## config.mk

```make
export PLATFORM = sky130hd
export DESIGN_NAME = ysyx_25030085_wb_arbiter
export DESIGN_NICKNAME = d
export VERILOG_FILES = /design/src/rtl/ysyx_25030085_pkg.sv /design/src/rtl/ysyx_25030085_scoreboard.sv /design/src/rtl/ysyx_25030085_wb_arbiter.sv
export SDC_FILE = /design/constraint.sdc
export NUM_CORES = 1
export LEC_CHECK = 0
export ABC_AREA = 1
export ABC_CLOCK_PERIOD_IN_PS = 2300
export CORE_ASPECT_RATIO = 0.6
export CORE_UTILIZATION = 35
export CTS_BUF_LIST = sky130_fd_sc_hd__clkbuf_4 sky130_fd_sc_hd__clkbuf_8
export DETAILED_ROUTE_END_ITERATION = 8
export PLACE_DENSITY = 0.69
export RECOVER_POWER = 100
export SKIP_CTS_REPAIR_TIMING = 1
export SYNTH_ARGS = -nofsm -noshare
export SYNTH_HDL_FRONTEND = slang
export SYNTH_SLANG_ARGS = --single-unit
```

## constraint.sdc

```tcl
create_clock -name clk -period 2.3 [get_ports clk]
set_input_delay 0.46 -clock clk [delete_from_list [all_inputs] [get_ports clk]]
set_output_delay 0.46 -clock clk [all_outputs]
set_load 0.03 [all_outputs]
```

## src/rtl/ysyx_25030085_pkg.sv

```systemverilog
// Shared parameters and types for the writeback arbiter slice.
package ysyx_25030085_pkg;

  localparam int XLEN   = 32;
  localparam int NREG   = 32;
  localparam int REG_AW = 5;

  // Register-dump sequencer states.
  typedef enum logic [1:0] {
    DS_IDLE  = 2'd0,
    DS_DUMP  = 2'd1,
    DS_DRAIN = 2'd2
  } dump_state_e;

endpackage

```

## src/rtl/ysyx_25030085_scoreboard.sv

```systemverilog
// Load scoreboard: one busy bit per architectural register.
// A bit is set when a load issues and cleared when its LSU writeback
// completes. The hazard check stalls any issue that touches a busy register
// and any load while another load is outstanding.
module ysyx_25030085_scoreboard
  import ysyx_25030085_pkg::*;
#(
  parameter int NREG = ysyx_25030085_pkg::NREG
) (
  input  logic              clk,
  input  logic              rst,
  input  logic              iss_valid,
  input  logic              iss_load,
  input  logic [REG_AW-1:0] iss_rs1,
  input  logic [REG_AW-1:0] iss_rs2,
  input  logic [REG_AW-1:0] iss_rd,
  input  logic              fsm_idle,
  input  logic              clr_en,
  input  logic [REG_AW-1:0] clr_idx,
  output logic              iss_stall
);

  logic [NREG-1:0] busy_q;
  logic [NREG-1:0] busy_d;
  logic            hit_rs1;
  logic            hit_rs2;
  logic            hit_rd;
  logic            set_en;

  // Look up the busy bit of each issue operand; index 0 is never busy.
  always_comb begin
    hit_rs1 = 1'b0;
    hit_rs2 = 1'b0;
    hit_rd  = 1'b0;
    for (int i = 1; i < NREG; i++) begin
      hit_rs1 = hit_rs1 | (busy_q[i] & (iss_rs1 == REG_AW'(i)));
      hit_rs2 = hit_rs2 | (busy_q[i] & (iss_rs2 == REG_AW'(i)));
      hit_rd  = hit_rd  | (busy_q[i] & (iss_rd  == REG_AW'(i)));
    end
  end

  assign iss_stall = iss_valid &
                     (hit_rs1 | hit_rs2 | hit_rd | (iss_load & (|busy_q)) | ~fsm_idle);

  assign set_en = iss_valid & ~iss_stall & iss_load & (iss_rd != '0);

  // Next busy vector: clear from the LSU writeback, then set from issue so
  // a same-index set overrides the clear.
  always_comb begin
    busy_d = busy_q;
    for (int i = 1; i < NREG; i++) begin
      if (clr_en && (clr_idx == REG_AW'(i))) busy_d[i] = 1'b0;
      if (set_en && (iss_rd == REG_AW'(i)))  busy_d[i] = 1'b1;
    end
    busy_d[0] = 1'b0;
  end

  // Busy-bit register.
  always_ff @(posedge clk) begin
    if (rst) busy_q <= '0;
    else     busy_q <= busy_d;
  end

endmodule

```

## src/rtl/ysyx_25030085_wb_arbiter.sv

```systemverilog
// Register-file write-port arbiter with load scoreboard and register dump.
// Handshakes: a transfer completes on any cycle where valid and ready are
// both high; valid may be held while ready is low and the payload must stay
// stable until the transfer completes.
// The LSU has fixed priority over the EXU. While a dump is running both
// writeback channels are held off so the dump sees a consistent snapshot.
module ysyx_25030085_wb_arbiter
  import ysyx_25030085_pkg::*;
#(
  parameter int XLEN = ysyx_25030085_pkg::XLEN,
  parameter int NREG = ysyx_25030085_pkg::NREG
) (
  input  logic              clk,
  input  logic              rst,
  input  logic              exu_wb_valid,
  input  logic [REG_AW-1:0] exu_wb_rd,
  input  logic [XLEN-1:0]   exu_wb_data,
  output logic              exu_wb_ready,
  input  logic              lsu_wb_valid,
  input  logic [REG_AW-1:0] lsu_wb_rd,
  input  logic [XLEN-1:0]   lsu_wb_data,
  output logic              lsu_wb_ready,
  input  logic              iss_valid,
  input  logic              iss_load,
  input  logic [REG_AW-1:0] iss_rs1,
  input  logic [REG_AW-1:0] iss_rs2,
  input  logic [REG_AW-1:0] iss_rd,
  output logic              iss_stall,
  output logic              rf_we,
  output logic [REG_AW-1:0] rf_waddr,
  output logic [XLEN-1:0]   rf_wdata,
  output logic [REG_AW-1:0] dump_raddr,
  input  logic [XLEN-1:0]   rf_rdata,
  input  logic              dump_req,
  output logic              dump_busy,
  output logic              dump_valid,
  output logic [REG_AW-1:0] dump_idx,
  output logic [XLEN-1:0]   dump_data,
  output dump_state_e       dbg_state
);

  localparam logic [REG_AW-1:0] LAST_IDX = REG_AW'(NREG - 1);

  dump_state_e       state_q;
  dump_state_e       state_d;
  logic [REG_AW-1:0] cnt_q;
  logic [REG_AW-1:0] cnt_d;
  logic              state_idle;
  logic              lsu_fire;
  logic              exu_fire;
  logic              dv_q;
  logic [REG_AW-1:0] di_q;
  logic [XLEN-1:0]   dd_q;

  assign state_idle   = (state_q == DS_IDLE);
  assign lsu_wb_ready = state_idle;
  assign exu_wb_ready = state_idle & ~lsu_wb_valid;
  assign lsu_fire     = lsu_wb_valid & lsu_wb_ready;
  assign exu_fire     = exu_wb_valid & exu_wb_ready;

  // Steer the winning writeback onto the register-file port; x0 is dropped.
  always_comb begin
    rf_we    = 1'b0;
    rf_waddr = '0;
    rf_wdata = '0;
    if (lsu_fire) begin
      rf_we    = ~rst & (lsu_wb_rd != '0);
      rf_waddr = lsu_wb_rd;
      rf_wdata = lsu_wb_data;
    end else if (exu_fire) begin
      rf_we    = ~rst & (exu_wb_rd != '0);
      rf_waddr = exu_wb_rd;
      rf_wdata = exu_wb_data;
    end
  end

  // Dump sequencer state and index counter.
  always_ff @(posedge clk) begin
    if (rst) begin
      state_q <= DS_IDLE;
      cnt_q   <= '0;
    end else begin
      state_q <= state_d;
      cnt_q   <= cnt_d;
    end
  end

  // Dump sequencer transitions: walk every register once, then one drain
  // cycle to flush the registered read stage.
  always_comb begin
    state_d = state_q;
    cnt_d   = cnt_q;
    case (state_q)
      DS_IDLE: begin
        if (dump_req) begin
          state_d = DS_DUMP;
          cnt_d   = '0;
        end
      end
      DS_DUMP: begin
        cnt_d = cnt_q + 1'b1;
        if (cnt_q == LAST_IDX) begin
          state_d = DS_DRAIN;
          cnt_d   = '0;
        end
      end
      DS_DRAIN: state_d = DS_IDLE;
      default:  state_d = DS_IDLE;
    endcase
  end

  assign dump_raddr = (state_q == DS_DUMP) ? cnt_q : '0;
  assign dump_busy  = ~state_idle;
  assign dbg_state  = state_q;

  // Register the read data so each beat appears one cycle after its address.
  always_ff @(posedge clk) begin
    if (rst) begin
      dv_q <= 1'b0;
      di_q <= '0;
      dd_q <= '0;
    end else begin
      dv_q <= (state_q == DS_DUMP);
      di_q <= (state_q == DS_DUMP) ? cnt_q : '0;
      dd_q <= (state_q == DS_DUMP) ? rf_rdata : '0;
    end
  end

  assign dump_valid = dv_q & ~rst;
  assign dump_idx   = rst ? '0 : di_q;
  assign dump_data  = rst ? '0 : dd_q;

  ysyx_25030085_scoreboard #(
    .NREG (NREG)
  ) u_scoreboard (
    .clk       (clk),
    .rst       (rst),
    .iss_valid (iss_valid),
    .iss_load  (iss_load),
    .iss_rs1   (iss_rs1),
    .iss_rs2   (iss_rs2),
    .iss_rd    (iss_rd),
    .fsm_idle  (state_idle),
    .clr_en    (lsu_fire),
    .clr_idx   (lsu_wb_rd),
    .iss_stall (iss_stall)
  );

endmodule

```

==> results.json <==
{
  "drc_errors": 0,
  "r2r_setup_slack_ns": 0.18,
  "slew_viol_final": 0,
  "drtPass1Iterations": 5,
  "die_y_um": 92.91,
  "crit_type": "in2out",
  "drt-initial-drc-count": 591,
  "grtUsageTotal_pct": 28.79,
  "worst-path-stages": 14,
  "async_flop_share_pct": 0,
  "clk_latency_ns": 0.35,
  "synth_edf_count": 0,
  "overflow": 0,
  "cp_slowest_stage_delay_ns": 0.19,
  "violations": "negative setup slack",
  "synthFlopType": "dfxtp_1",
  "worst_setup_path_start_kind": "input port",
  "cts_made_buffers": 9,
  "grt_pass1_vias": 5743,
  "ir_drop_uv": 415.3,
  "grt_max_degree": 40,
  "period_needed_ns": 2.453,
  "post-route-period-util_pct": 106.7,
  "clk_pin_slew_ns": 0.08,
  "crit_buf_inv": 3,
  "post_drt_wl_per_cell_um": 16.79,
  "root_buffer": "clkbuf_8",
  "die_area_mm2": 0.01426,
  "p_int_uw": 2513,
  "p_switching_uw": 1113,
  "pre_cts_ws_ns": -0.5249,
  "end_kind": "output port",
  "combPwrFrac_pct": 31.3,
  "clock_skew_ns": 0.008230,
  "ys_top_cells_by_count": "188 x nor2_1, 124 x inv_1, 123 x nand2_1, 76 x dfxtp_1, 68 x nand3_1",
  "synth_cell_types": 29,
  "rows": 32,
  "vias": 6402,
  "final_nets": 1215,
  "final_hold_viol_count": 0,
  "worst_pin_slew_ns": 0.5510,
  "fin_ws_ns": -0.1532,
  "power_leakage_uw": 0.004199,
  "whs_path_depth": 2,
  "synth.area.top_cells": "dfxtp_1 32%, nor2_1 15%, inv_1 9.7%, nand2_1 9.6%, nand3_1 7.1%",
  "synth_top_area_cell": "dfxtp_1",
  "place_hpwl_um": 16090,
  "crit_chain": "dlymetal6s2s_1 > nand2_2 > inv_2 > nand2_1 > nor2_1 > nand2_1 > nand2_1 > nor2_1 > nand2_1 > nor2_1 > nand2_1 > nor2_4 > a21boi_4 > buf_4",
  "crit_top_cell": "nand2_1",
  "start_util_pct": 36.71,
  "cts.path.max_buffers": 2,
  "core_mm2": 0.01313,
  "seq_area_frac_synth_pct": 31.56,
  "reg2reg_depth": 13,
  "rsz0062_at_grt": "yes",
  "fillers": 1219,
  "diodes": 0,
  "relSlewSlack_pct": 63.27,
  "io_pins": 215,
  "gp_congestion": 1.103,
  "via_per_inst": 5.081,
  "setup_violations": 1,
  "fp.dieW_um": 153.5,
  "cts_tree": "yes",
  "ys_warn_count": 0,
  "area_delta_synth_final_pct": 76.80,
  "syn-cell-area_mm2": 0.004821,
  "cp_top_family": "simple AND/OR/NAND/NOR gates",
  "synth_cells": 805,
  "yosysMostFrequentCell": "nor2_1",
  "drt-total-wl_um": 21160,
  "setup-tns-final_ns": -0.1532,
  "maxCapViolCount": 0,
  "synthesis.nets": 935,
  "htree_levels": 3,
  "drive_above_1_share_pct": 19.82,
  "required_ns": 1.84,
  "numClockSinks": 76,
  "synth-seq-cells": 76,
  "cp.arrival_ns": 1.99,
  "p_seq_share_pct": 37.4,
  "outcome": "complete, but fails checks",
  "synth_top_area_share_pct": 31.56,
  "ant_nets": 0,
  "p_sw_share_pct": 30.70,
  "grt_pass1_wl_um": 31490,
  "crit_fanout": 5,
  "crit_slowest_cell": "dlymetal6s2s_1",
  "power.density_mw_per_mm2": 425.4,
  "antenna_found_initial": 0,
  "hold_path.class": "reg2reg",
  "max_freq_mhz": 407.6,
  "syn-mean-instance-area_um2": 5.989,
  "clkPwrFrac_pct": 31.3,
  "port_buffers": 214
}
## power by group through the flow
stage	Combinational, uW	Sequential (uW)	Clock [uW]
after floorplan	491	1380	0
after global placement	1070	1390	0
after detailed placement	1070	1390	0
after CTS	1070	1360	1170
after global routing	1200	1360	1230
final	1140	1350	1130
## placed cells by master, fill, tap and decap left out, types with 18 or more instances in the layout
| master | n |
|---|---|
| nor2_1 | 176 |
| inv_1 | 122 |
| nand2_1 | 120 |
| clkdlybuf4s50_1 | 113 |
| buf_4 | 98 |
| dfxtp_1 | 70 |
| nand3_1 | 68 |
| nand4_1 | 49 |
| dlygate4sd3_1 | 40 |
| o21ai_0 | 36 |
| a21oi_1 | 35 |
| a22o_4 | 22 |
| dlymetal6s2s_1 | 19 |
| buf_12 | 18 |
## cells by family after synthesis
group                      after synthesis  share of synthesized area [%]
AOI/OAI and AO/OA                      118                          15.23
adders and majority gates                2                         0.5190
buffers and inverters                  165                          13.16
DFF                                     76                          31.56
and+or+nand+nor                        444                          39.53
## final timing paths
check / from / end
worst max-delay path: iss_rd[3] / iss_stall
worst min-delay path: cnt_q[4] / di_q[4]
worst max register to register: dbg_state[0] / u_scoreboard.busy_q[13]
worst min register to register: cnt_q[4] / di_q[4]
## area by class of cell
| type | count | area [um2] | area share, % |
|---|---|---|---|
| Tap cell | 170 | 212.7 | 2.496 |
| Clock inverter | 7 | 97.59 | 1.145 |
| Multi-Input combinational cell | 564 | 2992 | 35.10 |
| Clock buffer | 9 | 123.9 | 1.453 |
| Timing Repair Buffer | 304 | 3065 | 35.97 |
| Sequential cell | 76 | 1531 | 17.97 |
| Inverter | 130 | 500.5 | 5.872 |
## worst reg2reg max path, cell delays in order, from the launching register on
cell and delay (ns):
dfxtp_1 0.34, nor2_4 0.19, buf_12 0.15, nand3_1 0.07, nor2_1 0.10, nand2_1 0.07
nor2_1 0.13, nand2_1 0.11, nor2_4 0.19, buf_4 0.13, buf_4 0.16, buf_4 0.13
nand4_1 0.11, a21oi_1 0.16
## routing by layer
layer | share of wire [%] | up-vias | global-route usage, % | wire [um]
met4 | 0.83 | 0 | 3.333 | 175
li1 | - | 3169 | - | -
met1 | 47 | 2840 | 42.79 | 10040
met5 | 0 | - | 0 | 0
met2 | 38 | 363 | 36.89 | 7961
met3 | 14 | 30 | 13.76 | 2987
## sequential cells by signal, summed over array words and instances (netlist names)
register,flops
dv_q,1
u_scoreboard.busy_q,31
dd_q,32
dbg_state,2
cnt_q,5
di_q,5
## through the flow
step	util [%]	cell area, um2	power [uW]	std cells	hold WS, ns
after global placement	60.69	7970	2454	1232	0.4762
after floorplan	-	5079	1875	805	0.4344
after global routing	64.90	8523	3787	1260	0.5060
after detailed placement	60.69	7970	2453	1232	0.4675
after CTS	62.38	8192	3592	1248	0.4846
final	64.90	8523	3626	1260	0.4887
Power figures use the tool's default switching activity.
